`src/rtl/arb_grant_ctrl_pkg.sv`:
```
// Shared definitions for the root grant controller of the 4-to-1 arbiter tree.
package arb_grant_ctrl_pkg;

   localparam int ARB_N_REQ        = 4;
   localparam int ARB_MAX_HOLD_DEF = 16;
   localparam int ARB_CNT_W_DEF    = 8;

   typedef enum logic [1:0] {
      IDLE = 2'd0,
      ARB  = 2'd1,
      OWN  = 2'd2,
      GAP  = 2'd3
   } arb_state_e;

endpackage

```
`src/rtl/arb_grant_ctrl_if.sv`:
```
// Request/grant bundle between the root encoder stage, the requesters and the controller.
interface arb_grant_ctrl_if
   import arb_grant_ctrl_pkg::*;
#(
   parameter int N_REQ = ARB_N_REQ
) ();

   logic [N_REQ-1:0] Request_IN;
   logic             Tree_Request_IN;
   logic [N_REQ-1:0] Tree_Grant_IN;
   logic             Tree_Grant_OUT;
   logic [N_REQ-1:0] Grant_OUT;
   logic             Busy_OUT;
   logic             Timeout_OUT;

   // Controller side.
   modport slave (
      input  Request_IN, Tree_Request_IN, Tree_Grant_IN,
      output Tree_Grant_OUT, Grant_OUT, Busy_OUT, Timeout_OUT
   );

   // Encoder/requester side.
   modport master (
      output Request_IN, Tree_Request_IN, Tree_Grant_IN,
      input  Tree_Grant_OUT, Grant_OUT, Busy_OUT, Timeout_OUT
   );

endinterface

```
`src/rtl/arb_grant_ctrl.sv`:
```
// Root grant controller: enables the encoder for one cycle, latches the winner and
// holds its grant until release or hold-limit expiry, then forces one dead cycle.
module arb_grant_ctrl
   import arb_grant_ctrl_pkg::*;
#(
   parameter int N_REQ    = ARB_N_REQ,
   parameter int MAX_HOLD = ARB_MAX_HOLD_DEF,
   parameter int CNT_W    = ARB_CNT_W_DEF
) (
   input  logic            CLK,
   input  logic            RESET,
   arb_grant_ctrl_if.slave bus
);

   localparam logic [CNT_W-1:0] HOLD_LIM = CNT_W'(MAX_HOLD);
   localparam logic [CNT_W-1:0] CNT_MAX  = '1;

   arb_state_e       state;
   logic [N_REQ-1:0] owner;
   logic [N_REQ-1:0] grant;
   logic [CNT_W-1:0] cnt;
   logic             timeout;

   always_ff @(posedge CLK or posedge RESET) begin
      if (RESET) begin
         state   <= IDLE;
         owner   <= '0;
         grant   <= '0;
         cnt     <= '0;
         timeout <= 1'b0;
      end else begin
         timeout <= 1'b0;
         unique case (state)
            IDLE: if (bus.Tree_Request_IN) state <= ARB;
            // Only here is the encoder enabled, so only here is its grant trusted.
            ARB: begin
               if (bus.Tree_Grant_IN != '0) begin
                  owner <= bus.Tree_Grant_IN;
                  grant <= bus.Tree_Grant_IN;
                  cnt   <= CNT_W'(1);
                  state <= OWN;
               end else begin
                  state <= IDLE;
               end
            end
            // Release is checked before the limit so a coincident drop never pulses timeout.
            OWN: begin
               if ((bus.Request_IN & owner) == '0) begin
                  grant <= '0;
                  state <= GAP;
               end else if (MAX_HOLD != 0 && cnt == HOLD_LIM) begin
                  grant   <= '0;
                  timeout <= 1'b1;
                  state   <= GAP;
               end else if (cnt != CNT_MAX) begin
                  cnt <= cnt + CNT_W'(1);
               end
            end
            GAP: state <= bus.Tree_Request_IN ? ARB : IDLE;
            default: state <= IDLE;
         endcase
      end
   end

   assign bus.Tree_Grant_OUT = (state == ARB);
   assign bus.Busy_OUT       = (state != IDLE);
   assign bus.Grant_OUT      = grant;
   assign bus.Timeout_OUT    = timeout;

endmodule
```
`src/flat_wrapper.sv`:
```
// flat-port wrapper written by rule: the top's interface ports become plain ports
module arb_grant_ctrl_flat import arb_grant_ctrl_pkg::*;
#(
   parameter int N_REQ    = ARB_N_REQ,
   parameter int MAX_HOLD = ARB_MAX_HOLD_DEF,
   parameter int CNT_W    = ARB_CNT_W_DEF
)
  (CLK, RESET, bus_Request_IN, bus_Tree_Request_IN, bus_Tree_Grant_IN, bus_Tree_Grant_OUT, bus_Grant_OUT, bus_Busy_OUT, bus_Timeout_OUT);
  arb_grant_ctrl_if #(.N_REQ(N_REQ)) bus_i ();
  input  logic CLK;
  input  logic RESET;
  input wire logic [$bits(bus_i.Request_IN)-1:0] bus_Request_IN;
  input wire logic [$bits(bus_i.Tree_Request_IN)-1:0] bus_Tree_Request_IN;
  input wire logic [$bits(bus_i.Tree_Grant_IN)-1:0] bus_Tree_Grant_IN;
  output wire logic [$bits(bus_i.Tree_Grant_OUT)-1:0] bus_Tree_Grant_OUT;
  output wire logic [$bits(bus_i.Grant_OUT)-1:0] bus_Grant_OUT;
  output wire logic [$bits(bus_i.Busy_OUT)-1:0] bus_Busy_OUT;
  output wire logic [$bits(bus_i.Timeout_OUT)-1:0] bus_Timeout_OUT;
  assign bus_i.Request_IN = bus_Request_IN;
  assign bus_i.Tree_Request_IN = bus_Tree_Request_IN;
  assign bus_i.Tree_Grant_IN = bus_Tree_Grant_IN;
  assign bus_Tree_Grant_OUT = bus_i.Tree_Grant_OUT;
  assign bus_Grant_OUT = bus_i.Grant_OUT;
  assign bus_Busy_OUT = bus_i.Busy_OUT;
  assign bus_Timeout_OUT = bus_i.Timeout_OUT;
  arb_grant_ctrl #(.N_REQ(N_REQ), .MAX_HOLD(MAX_HOLD), .CNT_W(CNT_W)) u_core (.CLK(CLK), .RESET(RESET), .bus(bus_i));
endmodule
```
`config.mk`:
```
export PLATFORM = sky130hd
export DESIGN_NAME = arb_grant_ctrl_flat
export DESIGN_NICKNAME = d
export VERILOG_FILES = /design/src/rtl/arb_grant_ctrl_pkg.sv /design/src/rtl/arb_grant_ctrl_if.sv /design/src/rtl/arb_grant_ctrl.sv /design/src/flat_wrapper.sv
export SDC_FILE = /design/constraint.sdc
export NUM_CORES = 1
export LEC_CHECK = 0
export ABC_AREA = 0
export CAP_MARGIN = 40
export CORE_MARGIN = 3
export CORE_UTILIZATION = 30
export CTS_BUF_LIST = sky130_fd_sc_hd__clkbuf_4
export CTS_CLUSTER_DIAMETER = 120
export CTS_CLUSTER_SIZE = 8
export DETAILED_ROUTE_END_ITERATION = 8
export SYNTH_ARGS = -nofsm -noshare
export SYNTH_HDL_FRONTEND = slang
export SYNTH_SLANG_ARGS = --single-unit
```
`constraint.sdc`:
```
create_clock -name CLK -period 1.7 [get_ports CLK]
set_input_delay 0.255 -clock CLK [delete_from_list [all_inputs] [get_ports CLK]]
set_output_delay 0.255 -clock CLK [all_outputs]
set_load 0.05 [all_outputs]
```
==> results.py <==
metrics = {
    "floorplanning": {
        "rows": 21,
        "die_area_mm2": 0.00454,
        "die_h_um": 67.4,
        "start_util": 0.324,
        "core_area_mm2": 0.00349,
        "io_pins": 18,
        "die_x_um": 67.4,
    },
    "yosys": {
        "synthCells": 109,
        "synth-edff-count": 0,
        "syn_area_mm2": 0.00113,
        "synth_ff_type": "dfrtp_1",
        "synth_warnings": 0,
        "postSynthAreaPerCell_um2": 10.4,
        "seq_area_frac_synth": 0.420,
        "syn_nets": 127,
        "synth-async-reset-ratio": 1.00,
        "synthDistinctLibCells": 39,
        "ys_ff_latch": 19,
    },
    "power": {
        "pwr_density_cell_mw_per_mm2": 1740,
        "peakVddDrop_v": 0.000938,
        "p_switching_mw": 1.31,
        "p_sw_frac": 0.440,
        "p_clk_frac": 0.079,
        "intPower_mw": 1.66,
        "leakagePower_nw": 0.751,
        "power_frac_seq": 0.229,
        "combinationalPowerShare": 0.692,
    },
    "global_route": {
        "overflow": 0,
        "grt_usage": 0.141,
        "grt_antenna_before_repair": 0,
        "grt_max_degree": 20,
        "grt_pass1_vias": 1102,
        "grt_pass1_wl_um": 4880,
    },
    "final_layout": {
        "drive_gt1_frac": 0.404,
        "final_common_cell": "buf_4",
        "nets": 180,
        "final_cell_mix": "buf_4 (37), dfrtp_1 (19), nand2_1 (13), clkdlybuf4s50_1 (10)",
        "design_area_mm2": 0.00171,
        "antenna_cells": 0,
        "area_delta_synth_final_pct": 51.3,
    },
    "placement": {
        "port_buffers": 17,
        "hpwl_um": 2290,
        "place_area_mm2": 0.00158,
        "place_congestion": 0.898,
    },
    "setup_path": {
        "cp_top_family": "simple AND/OR/NAND/NOR gates",
        "worst_ep_required_time_ps": 1890,
        "max_stage_delay_ps": 400,
        "cp.arrival_ps": 1840,
        "crit_path_end_kind": "flop",
        "crit_buf_inv": 1,
        "cp_slowest_cell": "dfrtp_1",
        "crit_start": "u_core.cnt[0]",
        "start_kind": "flop",
        "r2r-start": "u_core.cnt[0]",
        "crit_fanout": 5,
        "crit_type": "flop to flop",
        "crit_chain": "buf_4, ha_1, nand4_1, nor2_2, or3_4, a22o_1",
    },
    "sta": {
        "grt_setup_unrepaired": "true",
        "relSlewSlack": 0.742,
        "slew_viol_final": 0,
        "finalClockSkew_ps": 5.88,
        "max_freq_mhz": 605,
        "finalCriticalPeriod_ps": 1650,
        "fin_crit_sh": 0.973,
        "hold_ws_ps": 267,
        "hold_violations": 0,
        "worst_pin_slew_ps": 382,
        "setup_viol": 0,
    },
    "cts": {
        "holdBufCountCts": 0,
        "cts_buffers": 3,
        "cts_buffer_depth": 2,
        "cts_tree": "done",
        "cts_sinks": 19,
        "cts_root_buf": "clkbuf_4",
        "cts_max_level": 1,
        "clock_latency_ps": 300,
        "path_clk_slew_ps": 120,
    },
    "routing": {
        "wl_per_cell_um": 14.0,
        "dr_total_vias": 1073,
        "ant_nets": 0,
        "drt_iter0_drc": 60,
        "drcViolationCount": 0,
        "viasPerCell": 5.18,
        "totalWireLength_um": 2890,
        "drtPass1Iterations": 4,
    },
    "run_status": {
        "status": "finished, final reports clean",
    },
    "worst_hold_path": {
        "hp-class": "input pin to async pin",
    },
    "flow_run": {
        "maxCapViolCount": 0,
    },
}
power groups by stage:
stage | logic, mW | registers [mW] | clock network (mW)
2_1_floorplan | 0.975 | 0.846 | 0
3_5_place_dp | 1.91 | 0.684 | 0
6_report | 2.06 | 0.680 | 0.234
3_3_place_gp | 1.87 | 0.680 | 0
4_1_cts | 1.95 | 0.675 | 0.240
5_1_grt | 2.23 | 0.695 | 0.260
worst reg2reg max path, cell delays in order (launching register included):
cell and delay, ps:
dfrtp_1 400, buf_4 140, ha_1 210, nand4_1 120
nor2_2 100, or3_4 350, a22o_1 230
registers in the layout, summed over array words and instances, names as in the netlist, named ones only:
| register | count |
|---|---|
| u_core.bus.Grant_OUT | 4 |
| u_core.bus.Timeout_OUT | 1 |
| u_core.cnt | 8 |
| u_core.owner | 4 |
| u_core.state | 1 |
cells by family (layout without fill, tap and decap cells):
| kind of cell | Yosys count | count (layout) | synth area share |
|---|---|---|---|
| flops | 19 | 19 | 0.420 |
| fa+ha+maj | 7 | 7 | 0.0774 |
| compound gates | 39 | 39 | 0.300 |
| simple gates | 31 | 31 | 0.146 |
| mux | 1 | 1 | 0.00885 |
| buf+inv | 12 | 64 | 0.0476 |
metal layers:
metal	share of wire	global-route usage	wire length, µm
met1	0.40	0.168	1160
met2	0.54	0.259	1550
met3	0.058	0.0200	167
met4	0.0028	0.0405	8
met5	0	0	0
per-stage QoR:
step	total power [mW]	worst slack [ps]	utilization	TNS, ps	instances
floorplan	1.82	1.02	-	0	109
global placement	2.55	-213	0.451	-2450	197
finish	2.97	46.0	0.490	0	207
global route	3.18	-7.89	0.490	-14.2	207
CTS	2.86	18.2	0.467	0	204
detailed placement	2.59	-241	0.451	-2770	197
cell usage after synthesis, drive strengths merged (2+ instances only):
master / number / share of area
o221ai: 2 / 0.015
nand3: 4 / 0.018
a22o: 7 / 0.054
or3: 2 / 0.015
a31oi: 2 / 0.011
nor2: 4 / 0.015
a41oi: 2 / 0.022
nor4: 2 / 0.011
nand2: 13 / 0.043
o21ai: 5 / 0.035
inv: 10 / 0.033
nand2b: 2 / 0.011
dfrtp: 19 / 0.42
buf: 2 / 0.014
a21oi: 6 / 0.027
or4: 2 / 0.017
ha: 7 / 0.077
a22oi: 3 / 0.020
o41ai: 2 / 0.015
o211ai: 2 / 0.018
layout make-up:
type                       count  area [µm²]
clock buffer                   3        22.5
inverter                      10        37.5
clock inverter                 1        5.00
timing repair buffer          50         429
multi-input combinational     78         684
sequential                    19         475
tap                           46        57.6
fill                         330        1780
repair_timing:
action	CTS	global route
gates resized for setup	2	11
endpoints found under the hold margin	0	0
endpoints found under the setup margin	1	13
pin swaps	1	6
buffers inserted	3	3
path summary, 6_finish.rpt:
kind	to	slack, ps	cells past startpoint
worst min register to register	u_core.owner[1]	500	2
min in group CLK	u_core.owner[1]	500	2
max in group asynchronous	u_core.state[0]	1230	3
worst max register to register	u_core.cnt[0]	50	6
worst max-delay path	u_core.cnt[0]	50	6
worst min-delay path	u_core.cnt[7]	270	3
Note: power is estimated with default switching activity, not from simulation.
